**src/rtl/gated_frame_builder.sv**
```systemverilog
// gated_frame_builder
//   Builds frames from a free-running sample stream, gated by a stretched
//   trigger. Frame = header {01, timestamp}, contiguous data words
//   {10, sample} including PRE_LEN samples of pre-trigger history, then
//   footer {11, data-word count (saturating)}.
//
// Ports
//   CLK       in   sole clock, rising edge
//   RESETN    in   async active-low reset
//   PRE_LEN   in   pre-trigger depth, latched at gate rise
//   SIG_GATE  in   stretched trigger
//   DATA_IN   in   one sample per cycle
//   M_DATA    out  {type[1:0], payload}, zero when M_VALID=0
//   M_VALID   out  output word valid (no backpressure)
//   BUSY      out  high header..footer inclusive
//   DROPPED   out  pulse when a rise lands on the footer-load cycle
module gated_frame_builder #(
  parameter int DATA_WIDTH    = 16,
  parameter int PRE_LEN_WIDTH = 4
) (
  input  logic                     CLK,
  input  logic                     RESETN,
  input  logic [PRE_LEN_WIDTH-1:0] PRE_LEN,
  input  logic                     SIG_GATE,
  input  logic [DATA_WIDTH-1:0]    DATA_IN,
  output logic [DATA_WIDTH+1:0]    M_DATA,
  output logic                     M_VALID,
  output logic                     BUSY,
  output logic                     DROPPED
);

  localparam int DEPTH = 1 << PRE_LEN_WIDTH;

  typedef enum logic [1:0] {S_IDLE, S_DATA, S_TRAIL, S_FOOTER} state_e;

  state_e                   state_q, state_d;
  logic [DATA_WIDTH-1:0]    ts_q;
  logic [PRE_LEN_WIDTH-1:0] wp_q;
  logic [DATA_WIDTH-1:0]    ring_q [DEPTH];
  logic                     gate_q;
  logic [PRE_LEN_WIDTH-1:0] pl_q, pl_d;
  logic [PRE_LEN_WIDTH-1:0] trail_q, trail_d;
  logic [DATA_WIDTH-1:0]    cnt_q, cnt_d;
  logic [DATA_WIDTH+1:0]    mdata_q, mdata_d;
  logic                     mvalid_q, mvalid_d;
  logic                     busy_q;
  logic                     drop_q, drop_d;

  logic                     rise;
  logic [PRE_LEN_WIDTH-1:0] rd_idx;
  logic [DATA_WIDTH+1:0]    data_word;
  logic [DATA_WIDTH-1:0]    cnt_inc;

  assign rise = SIG_GATE & ~gate_q;

  // wp_q is the slot about to be written, so wp_q-1 holds the previous
  // cycle's sample. Emitting sample (now - pl - 1) gives the fixed
  // PRE_LEN+2 input-to-output latency. At pl = DEPTH-1 the tap equals wp_q,
  // which is read before this edge overwrites it.
  assign rd_idx    = wp_q - PRE_LEN_WIDTH'(1) - pl_q;
  assign data_word = {2'b10, ring_q[rd_idx]};
  assign cnt_inc   = (&cnt_q) ? cnt_q : cnt_q + DATA_WIDTH'(1);

  always_comb begin
    state_d  = state_q;
    pl_d     = pl_q;
    trail_d  = trail_q;
    cnt_d    = cnt_q;
    mdata_d  = '0;
    mvalid_d = 1'b0;
    drop_d   = 1'b0;
    case (state_q)
      S_IDLE: begin
        if (rise) begin
          state_d  = S_DATA;
          pl_d     = PRE_LEN;
          cnt_d    = '0;
          mdata_d  = {2'b01, ts_q};
          mvalid_d = 1'b1;
        end
      end
      S_DATA: begin
        mdata_d  = data_word;
        mvalid_d = 1'b1;
        cnt_d    = cnt_inc;
        if (!SIG_GATE) begin
          if (pl_q == '0) begin
            state_d = S_FOOTER;
          end else begin
            state_d = S_TRAIL;
            trail_d = pl_q;
          end
        end
      end
      S_TRAIL: begin
        mdata_d  = data_word;
        mvalid_d = 1'b1;
        cnt_d    = cnt_inc;
        // Gate back high before the history drains: merge into this frame.
        if (SIG_GATE)                          state_d = S_DATA;
        else if (trail_q == PRE_LEN_WIDTH'(1)) state_d = S_FOOTER;
        else                                   trail_d = trail_q - PRE_LEN_WIDTH'(1);
      end
      S_FOOTER: begin
        mdata_d  = {2'b11, cnt_q};
        mvalid_d = 1'b1;
        state_d  = S_IDLE;
        // A rise here cannot start a frame; gate_q still tracks it, so the
        // gate has to fall and rise again.
        drop_d   = rise;
      end
      default: state_d = S_IDLE;
    endcase
  end

  always_ff @(posedge CLK or negedge RESETN) begin
    if (!RESETN) begin
      state_q  <= S_IDLE;
      ts_q     <= '0;
      wp_q     <= '0;
      gate_q   <= 1'b0;
      pl_q     <= '0;
      trail_q  <= '0;
      cnt_q    <= '0;
      mdata_q  <= '0;
      mvalid_q <= 1'b0;
      busy_q   <= 1'b0;
      drop_q   <= 1'b0;
      for (int i = 0; i < DEPTH; i++) ring_q[i] <= '0;
    end else begin
      state_q      <= state_d;
      ts_q         <= ts_q + DATA_WIDTH'(1);
      wp_q         <= wp_q + PRE_LEN_WIDTH'(1);
      ring_q[wp_q] <= DATA_IN;
      gate_q       <= SIG_GATE;
      pl_q         <= pl_d;
      trail_q      <= trail_d;
      cnt_q        <= cnt_d;
      mdata_q      <= mdata_d;
      mvalid_q     <= mvalid_d;
      busy_q       <= mvalid_d;
      drop_q       <= drop_d;
    end
  end

  assign M_DATA  = mdata_q;
  assign M_VALID = mvalid_q;
  assign BUSY    = busy_q;
  assign DROPPED = drop_q;

endmodule
```
**config.mk**
```make
export PLATFORM = sky130hd
export DESIGN_NAME = gated_frame_builder
export DESIGN_NICKNAME = d
export VERILOG_FILES = /design/src/rtl/gated_frame_builder.sv
export SDC_FILE = /design/constraint.sdc
export NUM_CORES = 1
export LEC_CHECK = 0
export BUFFER_PORTS_ARGS = -buffer_cell sky130_fd_sc_hd__buf_2
export CORE_AREA = 2 2 172 141
export CTS_CLUSTER_SIZE = 30
export DETAILED_ROUTE_END_ITERATION = 8
export DIE_AREA = 0 0 174 143
export GPL_ROUTABILITY_DRIVEN = 0
export PLACE_DENSITY = 0.93
export SYNTH_ARGS = -nofsm -noshare
export SYNTH_HDL_FRONTEND = slang
export SYNTH_SLANG_ARGS = --single-unit
```
**constraint.sdc**
```tcl
create_clock -name CLK -period 4.1 [get_ports CLK]
set_input_delay 0.82 -clock CLK [delete_from_list [all_inputs] [get_ports CLK]]
set_output_delay 0.82 -clock CLK [all_outputs]
set_load 0.05 [all_outputs]
```
==> flow_summary.json, run 1 <==
{
  "routed_wirelength_um": 36710,
  "post-route-util_pct": 71.43,
  "cp_num_buf_inv": 2,
  "cts_root_buffer": "clkbuf_16",
  "irDropWorstVdd_v": 0.0007812,
  "tritoncts": "done",
  "yosys.area.top_type": "dfrtp_1",
  "ys_seq_area_share_pct": 54.52,
  "grt_start_max_net_pins": 111,
  "slowest_stage": "ha_4",
  "regArea_mm2": 0.008083,
  "ys_types": 52,
  "drc_errors": 0,
  "rows": 50,
  "slowest_delay_ns": 0.76,
  "arrival_ns": 3.18,
  "finalCriticalPeriod_ns": 2.789,
  "grt_use_total_pct": 30.83,
  "worst_hold_path_type": "in2async",
  "cts_setup_buffers": 0,
  "leakage_nw": 7.011,
  "synth.most_common_cell": "dfrtp_1",
  "synthTopCellsByCount": "dfrtp_1 (323), mux2_2 (257), mux4_2 (64)",
  "firstDrtPassIters": 5,
  "initial_core_util_pct": 64.39,
  "path_clk_slew_ns": 0.06,
  "skew_ns": 0.01239,
  "dieArea_mm2": 0.02488,
  "hold_viol": 0,
  "tightest_slew_ns": 1.304,
  "via_per_inst": 6.748,
  "die_w_um": 174,
  "syn2layout_area_growth_pct": 10.93,
  "critPathRequiredTime_ns": 4.49,
  "grt_pass1_wl_um": 58440,
  "fillers": 1396,
  "timing.fmax_mhz": 358.5,
  "finalSetupTns_ns": 0,
  "path_delay_family": "adder cells",
  "fin_cells": 1379,
  "drt_iter0_drc": 921,
  "critical_path_class": "reg2reg",
  "dp_hpwl_um": 21470,
  "finalCritPeriodShare_pct": 68.03,
  "grt_overflow": 0,
  "grt_pass1_vias": 9903,
  "ant_nets": 0,
  "num_vias": 9306,
  "path_cells": "inv_1 -> ha_4 -> buf_4 -> mux4_2 -> mux2i_1 -> o221ai_1",
  "synth_top_area_share_pct": 54.52,
  "crit_path_end_kind": "flip-flop",
  "antenna_found_initial": 2,
  "ys_ff_latch": 323,
  "worstSetupStartpointType": "flip-flop",
  "cp_max_fo": 36,
  "yosysWarnings": 0,
  "netlist_instances": 1010,
  "portBuffers": 43,
  "die_y_um": 143,
  "drv_cap": 0,
  "multi_input_area_mm2": 0.006399,
  "dp_cells": 1321,
  "cts_buffer_depth": 3,
  "final_nets": 1082,
  "insertion_delay_ns": 0.56,
  "pin_count": 44,
  "wl_per_cell_um": 26.62,
  "setup_viol": 0,
  "syn_avg_cell_area_um2": 14.68,
  "slew_viol_final": 0,
  "power.density_mw_per_mm2": 638.6,
  "cts_inserted_buffers": 31,
  "ys.flop_type": "dfrtp_1",
  "synth-edff-count": 0,
  "cts_hold_buf": 0,
  "syn_area_mm2": 0.01482,
  "syn-num-nets": 1050,
  "final_layout_size_suffix_gt1_share_pct": 43.00,
  "outcome": "complete, no violations",
  "async_reset_ff_share_pct": 100.0,
  "clock-sinks": 323,
  "core_mm2": 0.02302,
  "yosys-top-cells-area": "dfrtp_1 (55%), mux2_2 (20%), mux4_2 (9.7%)",
  "relSlewSlack_pct": 12.83,
  "cts_resized": 0,
  "rsz0062_at_grt": "false",
  "htreeDepth": 1
}
metrics by stage:
step                      area (µm²)  hold WS (ns)  power, mW  setup WS, ns
after floorplan                14820        0.4434      6.511         1.590
after global placement         15390        0.4578      7.328         1.437
after detailed placement       15390        0.4649      7.509         1.327
after CTS                      16440        0.3707      10.48         1.275
after global routing           16440        0.3792      10.91         1.108
final                          16440        0.3357      10.50         1.311
final timing paths:
kind                                     start                 endpoint  slack, ns  cells past startpoint
hold / removal                          RESETN   trail_q[3]$_DFFE_PN0P_       0.34                      1
setup reg to reg           pl_q[0]$_DFFE_PN0P_      M_DATA[6]$_DFF_PN0_       1.31                      6
setup / recovery           pl_q[0]$_DFFE_PN0P_      M_DATA[6]$_DFF_PN0_       1.31                      6
min in group CLK                      SIG_GATE         gate_q$_DFF_PN0_       0.46                      1
hold reg to reg             ts_q[15]$_DFF_PN0_       ts_q[15]$_DFF_PN0_       0.48                      1
max in group asynchronous               RESETN  ring_q[166]$_DFFE_PN0P_       2.80                      2
power breakdown:
group	leakage (nW)	switching [mW]	total, mW	internal (mW)
combinational	2.64	2.09	3.76	1.66
sequential	3.84	0.279	3.78	3.50
clock	0.524	1.22	2.97	1.75
logic make-up after synthesis:
| family | share of synthesized area, % |
|---|---|
| fa+ha+maj | 1.485 |
| xor+xnor | 1.064 |
| mux | 31.95 |
| simple gates | 4.119 |
| buf+inv | 2.541 |
| flops | 54.52 |
| compound gates | 4.321 |
cells in the final DEF (no fill, tap or decap), drive strengths merged, types with 8 or more instances in the layout:
cell type / Yosys / layout
nand3: 16 / 16
ha: 16 / 16
dfrtp: 323 / 323
mux2: 257 / 257
buf: 33 / 66
nor2: 15 / 15
xnor2: 9 / 9
a22oi: 16 / 16
clkinv: 0 / 8
nor4: 8 / 8
mux4: 64 / 64
o21ai: 15 / 15
o221ai: 16 / 16
mux2i: 40 / 40
nand2: 36 / 36
inv: 21 / 22
or2: 8 / 8
xor2: 9 / 9
clkbuf: 34 / 42
routing by layer:
layer | global-route usage (%) | wire (µm) | vias up | share of wire (%)
met5 | 0 | 0 | - | 0
met2 | 50.12 | 17600 | 504 | 48
met1 | 40.87 | 14500 | 4842 | 39
li1 | - | - | 3823 | -
met3 | 6.416 | 2934 | 137 | 8.0
met4 | 13.67 | 1683 | 0 | 4.6
registers in the layout, summed over array words and instances, names as in the netlist:
| register | cells |
|---|---|
| M_DATA | 18 |
| DROPPED | 1 |
| ring_q | 256 |
| wp_q | 4 |
| ts_q | 16 |
| cnt_q | 16 |
| trail_q | 4 |
| BUSY | 1 |
| pl_q | 4 |
| state_q | 2 |
| gate_q | 1 |
cell type report:
type                       count  area share [%]
sequential                   323           49.15
multi-input combinational    599           38.91
clock buffer                  42           5.334
timing repair buffer          66           2.648
tap                          312           2.374
clock inverter                14           1.073
inverter                      21          0.4793
antenna                        2         0.03043
Note: power is estimated with default switching activity, not from simulation.
==> run 2, diff against run 1 <==
--- a/config.mk
+++ b/config.mk
@@ -5,13 +5,14 @@
 export SDC_FILE = /design/constraint.sdc
 export NUM_CORES = 1
 export LEC_CHECK = 0
+export ABC_AREA = 1
 export BUFFER_PORTS_ARGS = -buffer_cell sky130_fd_sc_hd__buf_2
-export CORE_AREA = 2 2 172 141
+export CORE_AREA = 2 2 178 145
 export CTS_CLUSTER_SIZE = 30
 export DETAILED_ROUTE_END_ITERATION = 8
-export DIE_AREA = 0 0 174 143
+export DIE_AREA = 0 0 180 147
 export GPL_ROUTABILITY_DRIVEN = 0
-export PLACE_DENSITY = 0.93
+export PLACE_DENSITY = 0.9
 export SYNTH_ARGS = -nofsm -noshare
 export SYNTH_HDL_FRONTEND = slang
 export SYNTH_SLANG_ARGS = --single-unit
==> constraint.sdc (replaced) <==
create_clock -name CLK -period 2.6 [get_ports CLK]
set_input_delay 0.52 -clock CLK [delete_from_list [all_inputs] [get_ports CLK]]
set_output_delay 0.52 -clock CLK [all_outputs]
set_load 0.05 [all_outputs]
==> run 2 against run 1 <==
  * Synthesized cell count grew 93%
  * Sequential share of layout area shrank 1.4 points
  * Highest routed layer unchanged
  * Sequential power grew 51%
  * Final cell count grew 66%
  * Worst hold slack lost 0.23 ns
  * Critical path depth grew 6
  * Clock skew is essentially flat
  * Cell area grew 2.9%
  * Critical endpoint is now M_DATA[0]$_DFF_PN0_
  * Via count grew 48%
==> flow_summary.json, run 2 <==
{
  "power_frac_comb_pct": 41.5,
  "drv_cap": 0,
  "crit_path_end_kind": "flip-flop",
  "rows": 52,
  "portBuffers": 43,
  "grt_pass1_wl_um": 69280,
  "cts_setup_buffers": 0,
  "drc_errors": 0,
  "regMostFlops": "ring_q",
  "worstSetupStartpointType": "flip-flop",
  "grt_start_max_net_pins": 91,
  "async_reset_ff_share_pct": 100.0,
  "regArea_mm2": 0.008083,
  "final_layout_size_suffix_gt1_share_pct": 7.622,
  "routed_wirelength_um": 42060,
  "grt_overflow": 0,
  "slowest_delay_ns": 0.59,
  "finalCriticalPeriod_ns": 2.387,
  "met1_usage_pct": 44.38,
  "p_sw_share_pct": 41.29,
  "critical_path_class": "reg2reg",
  "power.density_mw_per_mm2": 1051,
  "cts_buffer_depth": 3,
  "timing.fmax_mhz": 418.9,
  "syn2layout_area_growth_pct": 10.62,
  "leakage_nw": 8.597,
  "syn_area_mm2": 0.01529,
  "final_common_cell": "nand2_1",
  "irDropWorstVdd_v": 0.0009039,
  "dp_cells": 2233,
  "dieArea_mm2": 0.02646,
  "fin_cells": 2292,
  "power_frac_clock_pct": 26.4,
  "ys_types": 29,
  "grt_pass1_vias": 13530,
  "finalSetupTns_ns": 0,
  "switchingPower_mw": 7.344,
  "post-route-util_pct": 68.24,
  "syn_avg_cell_area_um2": 7.841,
  "layout_common_cells": "nand2_1 (819), dfrtp_1 (323), o21ai_0 (276), nand3_1 (197), inv_1 (84)",
  "netlist_instances": 1950,
  "initial_core_util_pct": 61.68,
  "worst_hold_path_type": "in2reg",
  "die_y_um": 147,
  "dp_hpwl_um": 25660,
  "antenna_found_initial": 0,
  "grt_use_total_pct": 32.38,
  "largest_reg_flops": 256,
  "p_seq_share_pct": 32.1,
  "via_per_inst": 6.002,
  "cp_max_fo": 64,
  "grt_busiest_layer": "met2",
  "tritoncts": "done",
  "insertion_delay_ns": 0.58,
  "synth_top_area_share_pct": 52.86,
  "cts_root_buffer": "clkbuf_16",
  "path_cells": "inv_1 -> ha_4 -> inv_1 -> fa_2 -> buf_12 -> nand3_1 -> nand2_1 -> nand2_1 -> nand2_1 -> nand2_1 -> nand3_1 -> nand2_1",
  "ant_nets": 0,
  "ys.flop_type": "dfrtp_1",
  "tightest_slew_ns": 0.5989,
  "die_w_um": 180,
  "arrival_ns": 2.85,
  "yosysWarnings": 0,
  "gr-usage-met2_pct": 49.66,
  "final_nets": 1983,
  "ys_ff_latch": 323,
  "multi_input_area_mm2": 0.006329,
  "met3_usage_pct": 6.272,
  "hold_viol": 0,
  "firstDrtPassIters": 9,
  "power_mw": 17.79,
  "ys_seq_area_share_pct": 52.86,
  "core_mm2": 0.02479,
  "relSlewSlack_pct": 60.03,
  "synthTopCellsByCount": "nand2_1 (819), dfrtp_1 (323), o21ai_0 (276)",
  "num_vias": 13760,
  "path_clk_slew_ns": 0.06,
  "skew_ns": 0.01233,
  "drt_iter0_drc": 1804,
  "cts_inserted_buffers": 31,
  "intPower_mw": 10.44,
  "cpMostUsedCell": "nand2_1",
  "synth-edff-count": 0,
  "syn-num-nets": 1990,
  "finalCritPeriodShare_pct": 91.82,
  "fillers": 1825,
  "pin_count": 44,
  "outcome": "complete, no violations",
  "critPathRequiredTime_ns": 3.06,
  "rsz0062_at_grt": "false",
  "clock-sinks": 323,
  "wl_per_cell_um": 18.35,
  "synth.most_common_cell": "nand2_1",
  "setup_viol": 0,
  "yosys-top-cells-area": "dfrtp_1 (53%), nand2_1 (20%), o21ai_0 (9.0%)",
  "htreeDepth": 1,
  "slew_viol_final": 0,
  "slowest_stage": "fa_2",
  "diodes": 0,
  "yosys.area.top_type": "dfrtp_1"
}
[run 2: cell count changes in the layout (fill, tap and decap cells not counted), sizes merged, moves of 40 or more]
cell | previous run | this run
nand2 | 36 | 821
o21ai | 15 | 286
mux2 | 257 | 0
nand3 | 16 | 198
inv | 22 | 88
mux4 | 64 | 0
mux2i | 40 | 0
[run 2: kinds of logic (layout without fill, tap and decap cells)]
family / Yosys count / after routing / share of synthesized area [%]
adders and majority gates: 17 / 17 / 1.440
xor gates and xnor gates: 25 / 25 / 1.481
buffers and inverters: 212 / 230 / 5.924
and+or+nand+nor: 1074 / 1074 / 28.33
DFF: 323 / 323 / 52.86
AOI/OAI and AO/OA: 299 / 299 / 9.966
[run 2: layer usage]
metal | vias to the layer above | share of wire [%]
met5 | - | 0
met2 | 832 | 45
met3 | 185 | 11
li1 | 6242 | -
met1 | 6498 | 39
met4 | 0 | 5.1
[run 2: area by class of cell]
class	count	share of cell area (%)
sequential	323	47.78
multi-input combinational	1415	37.41
clock buffer	49	5.518
timing repair buffer	83	4.157
tap	324	2.397
inverter	89	1.982
clock inverter	9	0.7471
[run 2: worst paths after layout]
path / from / endpoint / slack, ns / cells past startpoint
worst max-delay path: pl_q[0]$_DFFE_PN0P_ / M_DATA[0]$_DFF_PN0_ / 0.21 / 12
worst min-delay path: SIG_GATE / gate_q$_DFF_PN0_ / 0.11 / 1
worst max register to register: pl_q[0]$_DFFE_PN0P_ / M_DATA[0]$_DFF_PN0_ / 0.21 / 12
worst min register to register: ts_q[13]$_DFF_PN0_ / ts_q[13]$_DFF_PN0_ / 0.47 / 1
max in group asynchronous: RESETN / ring_q[125]$_DFFE_PN0P_ / 1.27 / 3
min in group asynchronous: RESETN / ring_q[134]$_DFFE_PN0P_ / 0.46 / 2
[run 2: power groups by stage]
stage               combinational (mW)  clock (mW)  sequential, mW
floorplan                         4.79           0            6.04
global placement                  7.00           0            5.76
detailed placement                7.14           0            5.78
CTS                               7.22        4.70            5.71
global route                      8.11        4.92            5.75
finish                            7.37        4.69            5.72
[run 2: what timing repair did]
item                      CTS  global route
hold endpoints to repair   49             0
hold buffers                1             0
resized for setup           0             0
[run 2: through the flow]
step	hold slack, ns	instance area, µm²	setup slack, ns
2_1_floorplan	0.2244	15290	0.5586
3_3_place_gp	0.4561	15850	0.3810
3_5_place_dp	0.4564	15850	0.2849
4_1_cts	0.09693	16920	0.2397
5_1_grt	0.1169	16920	0.08894
6_report	0.1057	16920	0.2126
[run 2: critical path: cells and delay by family, from the launching register on]
kind	cells	cell delay, ns
buffers and inverters	3	0.51
and+or+nand+nor	7	0.62
adders and majority gates	2	0.73
DFF	1	0.40
==> run 3, diff against run 2 <==
==> constraint.sdc (replaced) <==
create_clock -name CLK -period 2.5 [get_ports CLK]
set_input_delay 0.5 -clock CLK [delete_from_list [all_inputs] [get_ports CLK]]
set_output_delay 0.5 -clock CLK [all_outputs]
set_load 0.05 [all_outputs]
==> run 3 against run 2 <==
  * Via count grew 1.0%
  * Cell area shrank 0.33%
  * Count of clock-buffer cells in the layout shrank 1
  * Sequential cell count is the same
  * Non-clock buffer count grew 1
  * Final cell count is essentially flat
  * Routed wire length grew 0.93%
  * Register-to-register slack lost 0.06 ns
  * Worst hold slack lost 0.016 ns
  * Highest routed layer unchanged
==> flow_summary.json, run 3 (same netlist as run 2, synthesis figures left out) <==
{
  "die_w_um": 180,
  "skew_ns": 0.008439,
  "dp_hpwl_um": 25940,
  "finalCritPeriodShare_pct": 93.92,
  "path_clk_slew_ns": 0.07,
  "cts_buffer_depth": 3,
  "rsz0062_at_grt": "false",
  "leakage_nw": 8.571,
  "setup_ws_ns": 0.1519,
  "core_mm2": 0.02479,
  "drc_errors": 0,
  "fillers": 1839,
  "setup_viol": 0,
  "regMostFlops": "ring_q",
  "grt_pass1_wl_um": 69270,
  "die_y_um": 147,
  "num_vias": 13900,
  "final_common_cell": "nand2_1",
  "syn2layout_area_growth_pct": 10.26,
  "worst_hold_path_type": "in2reg",
  "via_per_inst": 6.068,
  "initial_core_util_pct": 61.68,
  "finalSetupTns_ns": 0,
  "critPathRequiredTime_ns": 2.96,
  "regArea_mm2": 0.008083,
  "grt_pass1_vias": 13460,
  "final_nets": 1983,
  "rows": 52,
  "finalCriticalPeriod_ns": 2.348,
  "grt_overflow": 0,
  "diodes": 0,
  "tritoncts": "done",
  "met1_length_um": 16820,
  "dieArea_mm2": 0.02646,
  "wl_per_cell_um": 18.54,
  "cts_inserted_buffers": 30,
  "arrival_ns": 2.81,
  "topRoutingLayerUsed": "met4",
  "outcome": "complete, no violations",
  "routed_wirelength_um": 42450,
  "final_layout_size_suffix_gt1_share_pct": 7.426,
  "multi_input_area_mm2": 0.006329,
  "post-place-ws_ns": 0.1932,
  "cts_resized": 0,
  "power.density_mw_per_mm2": 1074,
  "layout_common_cells": "nand2_1 (819), dfrtp_1 (323), o21ai_0 (276), nand3_1 (197), inv_1 (84)",
  "hold_viol": 0,
  "insertion_delay_ns": 0.57,
  "place_area_mm2": 0.01592,
  "cts_root_buffer": "clkbuf_16",
  "pin_count": 44,
  "drv_cap": 0,
  "critical_path_class": "reg2reg",
  "firstDrtPassIters": 6,
  "slew_viol_final": 0,
  "portBuffers": 43,
  "wl_met2_um": 19290,
  "tightest_slew_ns": 0.5829,
  "worstSetupStartpointType": "flip-flop",
  "timing.fmax_mhz": 425.9,
  "largest_reg_flops": 256,
  "finish.instance_area_mm2": 0.01686,
  "crit_path_end_kind": "flip-flop",
  "irDropWorstVdd_v": 0.0007487,
  "ant_nets": 0,
  "clock-sinks": 323,
  "power_mw": 18.11,
  "wl_met3_um": 4589,
  "htreeDepth": 1,
  "drt_iter0_drc": 1712,
  "relSlewSlack_pct": 61.10,
  "grt_start_max_net_pins": 91,
  "antenna_found_initial": 0,
  "grt_use_total_pct": 32.47,
  "cp_max_fo": 41
}
[run 3: what timing repair did]
| item | CTS | global route |
|---|---|---|
| endpoints found under the hold margin | 47 | 0 |
| buffers inserted | 0 | 0 |
| hold buffers | 1 | 0 |
[run 3: final timing paths]
kind	end	from	cells past startpoint	slack [ns]
worst max-delay path	M_DATA[8]$_DFF_PN0_	wp_q[0]$_DFF_PN0_	12	0.15
worst min-delay path	gate_q$_DFF_PN0_	SIG_GATE	1	0.09
worst max register to register	M_DATA[8]$_DFF_PN0_	wp_q[0]$_DFF_PN0_	12	0.15
worst min register to register	ts_q[13]$_DFF_PN0_	ts_q[13]$_DFF_PN0_	1	0.48
max in group asynchronous	ring_q[107]$_DFFE_PN0P_	RESETN	3	1.23
min in group asynchronous	ring_q[128]$_DFFE_PN0P_	RESETN	2	0.47
[run 3: layout make-up]
cell class                      instances  area share [%]
Tap cell                              324           2.404
Inverter                               89           1.989
Clock inverter                          7          0.2746
Timing Repair Buffer                   84           4.586
Multi-Input combinational cell       1415           37.54
Clock buffer                           48           5.269
Sequential cell                       323           47.94
[run 3: where the power goes]
part	leakage, nW	internal (mW)	total [mW]	switching (mW)
Combinational	4.25	2.38	7.79	5.41
Sequential	3.85	5.66	5.93	0.273
Clock	0.463	2.42	4.39	1.97
Total	8.57	10.5	18.1	7.65
[run 3: stage by stage]
step | instances | util, % | hold WS, ns
after floorplan | 1950 | - | 0.2044
after global placement | 2234 | 64.20 | 0.4586
after detailed placement | 2234 | 64.20 | 0.4641
after CTS | 2290 | 68.01 | 0.08775
after global routing | 2290 | 68.01 | 0.09986
final | 2290 | 68.01 | 0.08920
[run 3: layer usage]
metal / vias to the layer above / track usage, %
met5: - / 0
met4: 0 / 13.58
met3: 158 / 7.685
met2: 884 / 51.40
met1: 6631 / 43.57
li1: 6222 / -
[run 3: worst max-delay path: stages (launching register included)]
cell     delay, ns
dfrtp_1       0.45
ha_4          0.19
inv_1         0.06
fa_2          0.48
inv_2         0.16
buf_12        0.25
nand3_1       0.11
nand2_1       0.08
nand2_1       0.04
nand2_1       0.08
nand2_1       0.13
nand3_1       0.11
nand2_1       0.05
